===== config.mk =====
export PLATFORM = sky130hd
export DESIGN_NAME = instr_encoder
export DESIGN_NICKNAME = d
export VERILOG_FILES = /design/src/rtl/instr_encoder.sv
export SDC_FILE = /design/constraint.sdc
export NUM_CORES = 1
export LEC_CHECK = 0
export ABC_CLOCK_PERIOD_IN_PS = 5800
export CAP_MARGIN = 20
export CORE_ASPECT_RATIO = 1.75
export CORE_UTILIZATION = 46
export CTS_CLUSTER_SIZE = 30
export DETAILED_ROUTE_END_ITERATION = 8
export GPL_TIMING_DRIVEN = 0
export PLACE_DENSITY_LB_ADDON = 0.08
export SYNTH_ARGS = -nofsm -noshare
export SYNTH_HDL_FRONTEND = slang
export SYNTH_SLANG_ARGS = --single-unit

===== constraint.sdc =====
create_clock -name clk -period 5.8 [get_ports clk]
set_clock_uncertainty 0.2 [all_clocks]
set_input_delay 1.74 -clock clk [delete_from_list [all_inputs] [get_ports clk]]
set_output_delay 1.74 -clock clk [all_outputs]
set_load 0.02 [all_outputs]

===== src/rtl/instr_encoder.sv =====
// LEGv8 R/D-format instruction word packer that streams encoded words into
// instruction memory at sequential byte addresses through a one-entry output register.
`ifndef INSTR_LEN
`define INSTR_LEN 32
`endif

module instr_encoder #(
    parameter int unsigned INSTR_LEN = `INSTR_LEN,
    parameter int unsigned DEPTH     = 64,
    parameter int unsigned ADDR_W    = 8
) (
    input  logic                         clk,
    input  logic                         rst_n,
    input  logic                         in_valid,
    output logic                         in_ready,
    input  logic                         fmt,
    input  logic [10:0]                  opcode,
    input  logic [4:0]                   rm_num,
    input  logic [5:0]                   shamt,
    input  logic [8:0]                   address,
    input  logic [4:0]                   rn_num,
    input  logic [4:0]                   rd_num,
    input  logic                         clear,
    output logic                         imem_we,
    input  logic                         imem_ready,
    output logic [ADDR_W-1:0]            imem_addr,
    output logic [INSTR_LEN-1:0]         imem_wdata,
    output logic [$clog2(DEPTH+1)-1:0]   count,
    output logic                         full
);

    localparam int unsigned CNT_W = $clog2(DEPTH + 1);

    typedef enum logic {
        FMT_R = 1'b0,
        FMT_D = 1'b1
    } fmt_e;

    if ((64'd1 << ADDR_W) < 64'(4 * DEPTH)) begin : g_addr_check
        $error("instr_encoder: ADDR_W too narrow for DEPTH words");
    end

    logic [ADDR_W-1:0]    wr_ptr;
    logic [INSTR_LEN-1:0] enc_word;
    logic                 accept;

    always_comb begin
        enc_word = '0;
        case (fmt_e'(fmt))
            FMT_R:   enc_word = INSTR_LEN'({opcode, rm_num, shamt, rn_num, rd_num});
            FMT_D:   enc_word = INSTR_LEN'({opcode, address, 2'b00, rn_num, rd_num});
            default: enc_word = '0;
        endcase
    end

    assign full     = (count == CNT_W'(DEPTH));
    assign in_ready = !full && !clear && (!imem_we || imem_ready);
    assign accept   = in_valid && in_ready;

    // clear outranks everything and drops any word still waiting on the memory
    always_ff @(posedge clk or negedge rst_n) begin
        if (!rst_n) begin
            wr_ptr     <= '0;
            count      <= '0;
            imem_we    <= 1'b0;
            imem_addr  <= '0;
            imem_wdata <= '0;
        end else if (clear) begin
            wr_ptr  <= '0;
            count   <= '0;
            imem_we <= 1'b0;
        end else if (accept) begin
            imem_wdata <= enc_word;
            imem_addr  <= wr_ptr;
            imem_we    <= 1'b1;
            wr_ptr     <= wr_ptr + ADDR_W'(4);
            count      <= count + CNT_W'(1);
        end else if (imem_ready) begin
            imem_we <= 1'b0;
        end
    end

endmodule


Yosys cells after proc, flatten, opt, wreduce, memory -nomap -nowiden:

Cells that the tools add are included.

* register bits: 56
* bits in latches: 0
* RAM bits: 0
* ROM bits: 0
* bits of input ports: 47
* output and inout port bits: 50
* logic and storage cells: 28
* memories: 0

* add/sub/neg operators: 2
* $mul: 0
* div/mod/pow operators: 0
* $lt $le $gt $ge: 0
* equality and inequality tests: 1
* shifts and indexed selects: 0
* mux-type cells: 8
* bitwise logic cells: 2
* reduce and logical (&&, ||, !) cells: 10

Operator list (count)
* 32-bit one-hot mux with 2 select lines: 1
* 8-bit 2-to-1 mux: 2
* 7-bit 2-to-1 mux: 2
* 8-bit by 3-bit adder with 8-bit output, second input constant: 1
* 7-bit by 1-bit adder with 7-bit output, second input constant: 1
* 7-bit == test, second input constant: 1
* 1-bit logical AND: 3
* 1-bit zero test: 3
* 1-bit 2-to-1 mux: 3
* 3-bit nonzero test: 1
* 1-bit NOT: 2
* 2-bit AND reduction: 1
* 2-bit nonzero test: 1
* 1-bit logical OR: 1

Depth between registers and ports, before layout:

Gate-level depths: netlist of run 1.

* word-level depth: 7
* depth in mapped cells: 8

Least setup slack after synthesis of run 1:

Ideal clock, no wire load.

* kind: input to output
* from: input port clear
* to: output port in_ready
* data arrival time: 2.653 ns
* slack: 1.207 ns
* stages: 3
* path through: clkbuf_1 -> clkbuf_1 -> nor3b_1

* cells in the longest elaborated chain, start to end: 3

Ends and longest elaborated chain
* from (decl): RTL line 23 `input logic clear,`
* 1-bit zero test: RTL line 57 `assign in_ready = !full && !clear && (!imem_we || imem_ready);`
* 1-bit logical AND (2 in a row): RTL line 57
* to (decl): RTL line 15 `output logic in_ready,`

Every way passes these cells.

Worst setup path in the final report of run 1:

* from: input port imem_ready
* to: output port in_ready

* cells in the longest elaborated chain, start to end: 2

Ends and longest elaborated chain
* from (decl): RTL line 25 `input logic imem_ready,`
* 1-bit logical OR: RTL line 57
* 1-bit logical AND: RTL line 57

Every way passes these cells.

==> metrics.cfg, run 1 <==
[status]
status=complete, no violations

[flow_run]
maxCapViolations=0

[placed_design]
place_area_mm2=0.003385
preCtsSetupSlack_ps=539.5
place_congestion=0.7059
dpl.hpwl_mm=3.589
port_buffers=93

[cts]
ctsRootBufferMaster=clkbuf_8
cts_buffer_depth=2
clk_pin_slew_ps=90
post_cts_resized=0
cts_hold_buf=0
post-cts-setup-buffer-count=0
clk_latency_ps=290
h-tree-depth=2
numCtsBuffers=5
cts_tree=yes
clkSinkCount=52

[power]
pwr-share-seq_pct=47.3
pwr-share-comb_pct=29.9
powerDensity_mw_per_mm2=260.4
p_total_uw=905.5
leakagePower_uw=0.001545
pwr-share-clk_pct=22.8
switching_share_pct=28.01
p_switching_uw=253.7
peakVddDrop_mv=0.2323
p_int_uw=651.8

[synth]
synth-seq-area-share_pct=54.97
synthSimpleGateAreaFrac_pct=8.510
synth_compound_area_share_pct=7.875
syn_area_per_cell_um2=12.73
synthFlopType=dfrtp_1
synthAdderAreaFrac_pct=1.586
synthesis.area_mm2=0.002367
synth_xor_area_share_pct=2.220
yosys_warnings=0
synthMuxAreaShare_pct=20.67
ys_types=30
synth_edf_count=0
syn-instance-count=186
async_flop_share_pct=100.0
synth_top_family_by_area=multiplexers
ys_ff_latch=52

[global_route]
grt_max_degree=40
grt_usage_pct=17.92
use_met1_pct=22.70
busiest_layer=met2
grt_antenna_before_repair=0
grt.overflow.total=0
grt_pass1_vias=1644
grt_pass1_wl_mm=7.831
met3_usage_pct=4.144
met2_usage_pct=30.86

[sta]
fin_crit_sh_pct=90.92
tightest_slew_ps=658.9
finalHoldViolations=0
rsz0062_at_grt=no
min_period_ps=5274
final-setup-viol-count=0
fmax_ghz=0.1896
slew_violations=0
slew_headroom_pct=56.07
fin_tns_setup_ps=0
setup_ws_ps=526.4

[cells_and_area]
final_cell_mix=92 x clkdlybuf4s50_1, 52 x dfrtp_1, 20 x mux2_4, 16 x o21ai_0, 11 x mux2i_1
final_common_cell=clkdlybuf4s50_1
syn2layout_area_growth_pct=46.88
final.fill_count=405
antenna_cells=0
drive_above_1_share_pct=14.19
nNetsFinal=338
design_area_mm2=0.003477

[route]
drtIter0Drc=35
via_per_inst=5.146
drc=0
via_count=1765
drtAntennaViolNets=0
wl_per_cell_um=14.23
totalWireLength_mm=4.882
drt-pass1-iter-count=4

[worst_setup_path]
critPathSlowestCell=clkdlybuf4s50_1
slowest_delay_ps=640
required_ps=3860
regToRegSetupSlack_ps=3660
startpoint_type=input pin
worst-path-buf-inv=3
path_cells=clkdlybuf4s50_1 -> nand2b_1 -> clkbuf_2 -> nor3b_1 -> clkdlybuf4s50_1
path_max_fanout=8
r2r_start=count[0]
critPathKind=input pin to primary output
endpoint_kind=primary output
rr_endpoint=imem_addr[4]
cp_top_family=buffers and inverters
cp_data_arrival_time_ps=3330
reg2reg_depth=7
worst_path_most_repeated_cell=clkdlybuf4s50_1
crit_path_start=imem_ready

[floorplanning]
die_x_um=56.23
io_pins=97
core_mm2=0.004977
die_h_um=96.90
die-area_mm2=0.005449
rows=34
start_util_pct=47.56

[min_path]
min_path_type=flop to flop
hp-start=imem_addr[5]
whs_path_depth=1
hold_path_end=imem_addr[5]

routing by layer:
metal  wire length, um  up-vias
li1                  -      850
met1              2058      850
met2              2522       63
met3               276        2
met4                25        0
met5                 0        -
flip-flops by register name, indices dropped and copies added, names as in the netlist:
signal,count
count,7
imem_addr,6
imem_wdata,32
imem_we,1
wr_ptr,6
worst register-to-register path, cell delays in order, from the launching register on:
cell	delay [ps]
dfrtp_1	430
inv_1	110
ha_1	160
nand2b_1	100
o311ai_4	380
or2_1	160
buf_4	160
mux2_1	330
how the worst max path moves through the flow:
stage | endpoint | slack [ps] | cells past startpoint
3_3_place_gp | in_ready | 540 | 5
2_1_floorplan | in_ready | 1210 | 3
4_1_cts | in_ready | 520 | 5
3_5_place_dp | in_ready | 540 | 5
6_report | in_ready | 530 | 5
5_1_grt | in_ready | 430 | 5
power by group through the flow:
stage	clock network, uW	registers (uW)	logic (uW)
2_1_floorplan	0	486	82.1
3_3_place_gp	0	434	269
3_5_place_dp	0	436	273
4_1_cts	214	429	274
5_1_grt	231	434	287
6_report	207	428	270
cells in the mapped netlist, types with 3 or more instances:
cell type,number,area [um^2]
nand3_1,6,30.03
mux2_4,20,300.3
mux2i_1,11,110.1
buf_4,5,37.54
inv_1,3,11.26
dfrtp_1,52,1301
or3_1,5,31.28
mux2_1,6,67.56
ha_1,3,37.54
a21oi_1,6,30.03
o21ai_1,10,50.05
and3_1,4,25.02
clkbuf_1,5,18.77
xor2_1,5,43.79
nor2_1,8,30.03
o21ai_0,16,80.08
nand2b_1,5,31.28
cells by family (layout without fill, tap and decap cells):
group / Yosys count / count (layout)
DFF: 52 / 52
muxes: 38 / 38
and+or+nand+nor: 37 / 37
AOI/OAI and AO/OA: 33 / 33
buffers and inverters: 16 / 118
xor gates and xnor gates: 6 / 6
adders and majority gates: 3 / 3
other: 1 / 2
per-stage QoR:
| stage | hold slack (ps) | util, % | instances |
|---|---|---|---|
| 2_1_floorplan | 267.3 | - | 187 |
| 3_3_place_gp | 272.7 | 67.70 | 334 |
| 3_5_place_dp | 280.8 | 68.00 | 335 |
| 4_1_cts | 302.0 | 69.86 | 343 |
| 5_1_grt | 312.6 | 69.86 | 343 |
| 6_report | 294.2 | 69.86 | 343 |
final cells by class:
class / count / area, um^2 / area share, %
clock inverter: 2 / 10.01 / 0.2879
buffer: 13 / 83.83 / 2.411
inverter: 3 / 11.26 / 0.3239
sequential: 52 / 1301 / 37.42
clock buffer: 6 / 82.58 / 2.375
tap: 54 / 67.56 / 1.943
multi-input combinational: 119 / 974.7 / 28.03
timing repair buffer: 94 / 945.9 / 27.20
No activity file was read; power rests on OpenSTA's default activity.
==> run 2, diff against run 1 <==
--- a/config.mk
+++ b/config.mk
@@ -7,7 +7,8 @@
 export LEC_CHECK = 0
 export ABC_CLOCK_PERIOD_IN_PS = 5800
 export CAP_MARGIN = 20
-export CORE_ASPECT_RATIO = 1.75
+export CORE_ASPECT_RATIO = 2
+export CORE_MARGIN = 2
 export CORE_UTILIZATION = 46
 export CTS_CLUSTER_SIZE = 30
 export DETAILED_ROUTE_END_ITERATION = 8
==> metrics.cfg, run 2 (synthesized netlist as in run 1, its figures left out) <==
[cells_and_area]
layout_top_registers=imem_wdata: 32 flops, count: 7 flops
largest_reg_flops=32
final_cell_mix=92 x clkdlybuf4s50_1, 52 x dfrtp_1, 20 x mux2_4, 16 x o21ai_0, 11 x mux2i_1
antenna_cells=0
final_cells=347
nNetsFinal=338
final_common_cell=clkdlybuf4s50_1
drive_above_1_share_pct=14.19
syn2layout_area_growth_pct=48.04
largest_register=imem_wdata
final.fill_count=399

[global_route]
grt_pass1_vias=1764
grt_max_degree=33
grt_antenna_before_repair=0
grt_pass1_wl_mm=8.300
grt.overflow.total=0
grt_usage_pct=19.54

[placed_design]
dpl.hpwl_mm=3.946
dpl.cell_count=339
place_congestion=0.7567
port_buffers=93

[sta]
min_period_ps=5257
finalHoldViolations=0
fin_crit_sh_pct=90.64
tightest_slew_ps=603.5
rsz0062_at_grt=no
fin_tns_setup_ps=0
slew_violations=0
final-setup-viol-count=0
fmax_ghz=0.1902
slew_headroom_pct=59.77

[floorplanning]
die-area_mm2=0.005771
start_util_pct=46.91
io_pins=97
core_mm2=0.005046
die_x_um=54.73
die_h_um=105.5
rows=37

[worst_setup_path]
rr_endpoint=imem_addr[3]
reg2reg_depth=5
required_ps=3860
r2r_start=count[2]
cp_data_arrival_time_ps=3320
endpoint_kind=primary output
path_max_fanout=8
critPathKind=input pin to primary output
regToRegSetupSlack_ps=3640
setup.worst_path.end=in_ready
startpoint_type=input pin
crit_path_start=imem_ready

[min_path]
min_path_type=flop to flop

[cts]
post_cts_resized=0
cts_hold_buf=0
cts_tree=yes
clk_pin_slew_ps=100
numCtsBuffers=5
post-cts-setup-buffer-count=0
h-tree-depth=2
clkSinkCount=52
ctsRootBufferMaster=clkbuf_8
cts_buffer_depth=2
clk_latency_ps=300

[power]
powerDensity_mw_per_mm2=271.8
peakVddDrop_mv=0.2316
leakagePower_uw=0.001549

[route]
drc=0
drt-pass1-iter-count=4
totalWireLength_mm=5.121
via_count=1757
wl_per_cell_um=14.76
via_per_inst=5.063
drtAntennaViolNets=0
drtIter0Drc=45

[status]
status=complete, no violations

[flow_run]
maxCapViolations=0

-- run 2: routing by layer --
| metal | global-route usage (%) | wire length [um] | part of all wire, % | vias to the layer above |
|---|---|---|---|---|
| met4 | 7.679 | 129 | 2.5 | 0 |
| met2 | 29.59 | 2535 | 50 | 68 |
| met1 | 25.05 | 2041 | 40 | 834 |
| met3 | 6.516 | 414 | 8.1 | 9 |
| li1 | - | - | - | 846 |
| met5 | 0 | 0 | 0 | - |
-- run 2: worst max-delay path, cell delays in order --
cell and delay (ps):
clkdlybuf4s50_1 450, nand2b_1 90, clkbuf_2 210, nor3b_1 200
clkdlybuf4s50_1 630
-- run 2: worst min path at each step --
stage                      start      endpoint  slack (ps)  depth (start not counted)
floorplan              wr_ptr[7]  imem_addr[7]         270                          1
global placement    imem_addr[3]  imem_addr[3]         270                          1
detailed placement  imem_addr[7]  imem_addr[7]         280                          1
CTS                 imem_addr[7]  imem_addr[7]         300                          1
finish              imem_addr[7]  imem_addr[7]         300                          1
global route        imem_addr[7]  imem_addr[7]         340                          1
-- run 2: through the flow --
stage          cell area, um^2  hold slack (ps)  util, %  power [uW]  setup slack [ps]
2_1_floorplan             2371            267.3        -       568.2              1208
3_3_place_gp              3374            273.1    66.87       703.9             562.3
3_5_place_dp              3390            281.3    67.17       711.9             536.8
4_1_cts                   3505            304.4    69.45       961.9             537.5
5_1_grt                   3505            335.1    69.45       998.9             447.8
6_report                  3505            299.1    69.45       952.6             543.0
-- run 2: power by group --
group | leakage, uW | internal (uW) | switching, uW | total (uW)
Combinational | 0.000835 | 152 | 121 | 273
Sequential | 0.000659 | 405 | 25.5 | 430
Clock | 0.0000548 | 130 | 120 | 250
Total | 0.00155 | 687 | 266 | 953
-- run 2: layout make-up --
class | count | area (um^2) | share of cell area, %
buffer | 13 | 83.83 | 2.392
clock buffer | 5 | 68.82 | 1.964
clock inverter | 3 | 46.29 | 1.321
inverter | 3 | 11.26 | 0.3213
multi-input combinational | 119 | 974.7 | 27.81
sequential | 52 | 1301 | 37.13
tap | 58 | 72.57 | 2.071
timing repair buffer | 94 | 945.9 | 26.99
==> run 3, diff against run 2 <==
--- a/config.mk
+++ b/config.mk
@@ -14,6 +14,7 @@
 export DETAILED_ROUTE_END_ITERATION = 8
 export GPL_TIMING_DRIVEN = 0
 export PLACE_DENSITY_LB_ADDON = 0.08
+export SKIP_CTS_REPAIR_TIMING = 1
 export SYNTH_ARGS = -nofsm -noshare
 export SYNTH_HDL_FRONTEND = slang
 export SYNTH_SLANG_ARGS = --single-unit
==> results of run 3 <==
The final DEF is identical to that of run 2; final timing and power are the same.
==> patch: new RTL, flow settings as in run 3 <==
Make the reset (`rst_n`) synchronous in one clocked block.
--- a/src/rtl/instr_encoder.sv
+++ b/src/rtl/instr_encoder.sv
@@ -58,7 +58,7 @@
     assign accept   = in_valid && in_ready;
 
     // clear outranks everything and drops any word still waiting on the memory
-    always_ff @(posedge clk or negedge rst_n) begin
+    always_ff @(posedge clk) begin
         if (!rst_n) begin
             wr_ptr     <= '0;
             count      <= '0;
Formal check against the unedited RTL: differs if rst_n is asserted again (counterexample within 4 cycles, from zero or initial values and one cycle with rst_n low); with rst_n held inactive, the same outputs for 4 cycles.
==> patch against run 3 <==
- wire length is 22% higher
- via count is 31% higher
- sequential cell count did not move
- synthesized area shrank 2.9%
- design area down 2.7%
- count of clock-buffer cells in the layout grew 2
- worst setup slack improved by 0.14 ns
- global-route usage rose by 4.9 points
- sequential share of layout area shrank 6.6 points
- highest routed layer unchanged
Power is not compared: it rests on default switching activity, and its combinational part moved more than twofold at a synthesized area within 25%.
==> patch: results (changes against run 3) <==
\begin{tabular}{lr}
\hline
Metric & Value \\
\hline
\multicolumn{2}{l}{\textbf{Outcome}} \\
\quad Outcome & complete, no violations (unchanged) \\
\multicolumn{2}{l}{\textbf{Setup path}} \\
\quad Setup slack on the worst flop-to-flop path & 3.63 ns (was 3.64 ns) \\
\quad CP Max Fanout & 7 (was 8) \\
\quad End of the worst register-to-register path & imem\_wdata[15] (was imem\_addr[3]) \\
\quad Arrival @ worst endpoint & 3.17 ns (was 3.32 ns) \\
\quad Number of cells on the worst reg-to-reg path & 9 (was 5) \\
\multicolumn{2}{l}{\textbf{Finish}} \\
\quad Number of fill cells in the layout & 419 (was 399) \\
\multicolumn{2}{l}{\textbf{Global route}} \\
\quad Wire length of the first global-routing pass & 10.4 mm (was 8.30 mm) \\
\quad Pin count of the biggest net entering global routing & 16 (was 33) \\
\quad Number of global-route vias before repair & 2401 (was 1764) \\
\multicolumn{2}{l}{\textbf{Placement}} \\
\quad Final estimated routing congestion in global placement & 0.795 (was 0.757) \\
\quad Total instance count after detailed placement & 416 (was 339) \\
\quad Dpl hpwl & 4.68 mm (was 3.95 mm) \\
\quad Post-place instance area & 3310 um\^{}2 (was 3390 um\^{}2) \\
\multicolumn{2}{l}{\textbf{Logic synthesis}} \\
\quad Area share of the leading cell type in the synthesized netlist & 45.3\% (was 55.0\%) \\
\quad Synth Flop Type & sky130\_fd\_sc\_hd\_\_dfxtp\_1 (was sky130\_fd\_sc\_hd\_\_dfrtp\_1) \\
\quad Proportion of synthesized chip area in sequential cells & 45.3\% (was 55.0\%) \\
\quad Number of distinct library cells after synthesis & 35 (was 30) \\
\quad Number of instances in the synthesized netlist & 264 (was 186) \\
\quad Largest cells by area after synthesis & sky130\_fd\_sc\_hd\_\_dfxtp\_1 (45\%), sky130\_fd\_sc\_hd\_\_a21oi\_1 (10\%), sky130\_fd\_sc\_hd\_\_o21ai\_0 (7.6\%) (was sky130\_fd\_sc\_hd\_\_dfrtp\_1 (55\%), sky130\_fd\_sc\_hd\_\_mux2\_4 (13\%), sky130\_fd\_sc\_hd\_\_mux2i\_1 (4.7\%)) \\
\multicolumn{2}{l}{\textbf{Routing}} \\
\quad Vias & 2302 (was 1757) \\
\quad Detailed router's first-iteration violation count & 44 (was 45) \\
\multicolumn{2}{l}{\textbf{Hold path}} \\
\quad Hold EP & imem\_wdata[11] (was imem\_addr[7]) \\
\quad Startpoint of the most critical hold path & imem\_wdata[11] (was imem\_addr[7]) \\
\multicolumn{2}{l}{\textbf{Timing}} \\
\quad Fin Hold WS & 0.281 ns (was 0.299 ns) \\
\quad Worst-Margin Slew & 0.775 ns (was 0.603 ns) \\
\hline
\end{tabular}
patch: cell families after synthesis:
family,Yosys count,share of synthesized area (%)
mux,10,4.36
other cells,1,0.163
simple gates,68,16.5
buf+inv,32,6.75
xor+xnor,2,0.762
fa+ha+maj,3,1.63
compound gates,96,24.5
flops,52,45.3
patch: cell type report:
type                            count  area (um^2)  share of cell area, %
Multi-Input combinational cell    181         1110                   32.5
Sequential cell                    52         1040                   30.5
Timing Repair Buffer               94          941                   27.6
Buffer                             27          136                   4.00
Clock buffer                        7         86.3                   2.53
Tap cell                           57         71.3                   2.09
Inverter                            5         18.8                  0.551
Clock inverter                      1         7.51                  0.220
patch: worst max-delay path by stage:
| stage | from | endpoint | slack [ns] | cells after the start |
|---|---|---|---|---|
| after CTS | imem_ready | in_ready | 0.68 | 5 |
| after global placement | imem_ready | in_ready | 0.68 | 5 |
| after floorplan | imem_ready | in_ready | 1.53 | 3 |
| after detailed placement | imem_ready | in_ready | 0.70 | 5 |
| after global routing | imem_ready | in_ready | 0.65 | 5 |
| final | imem_ready | in_ready | 0.69 | 5 |
patch: routing by layer:
layer  track usage [%]  vias up  part of all wire, %
met1              25.7     1077                   38
met4              8.75        0                  1.8
met5                 0        -                    0
met2              44.4       64                   56
li1                  -     1152                    -
met3              5.03        9                  4.2
patch: power by group through the flow:
stage | Clock (mW) | Sequential [mW] | Combinational, mW
detailed placement | 0 | 0.384 | 0.126
floorplan | 0 | 0.398 | 0.0444
global route | 0.237 | 0.377 | 0.136
CTS | 0.224 | 0.375 | 0.127
finish | 0.219 | 0.375 | 0.126
global placement | 0 | 0.383 | 0.125
patch: critical path, delay by kind of cell:
kind                   cells  cell delay, ns
buffers and inverters      3            1.26
and+or+nand+nor            2            0.18
patch: stage by stage:
stage / worst slack [ns] / utilization (%)
global placement: 0.684 / 68.1
finish: 0.686 / 70.1
floorplan: 1.53 / -
global route: 0.645 / 70.1
detailed placement: 0.696 / 68.1
CTS: 0.679 / 70.1
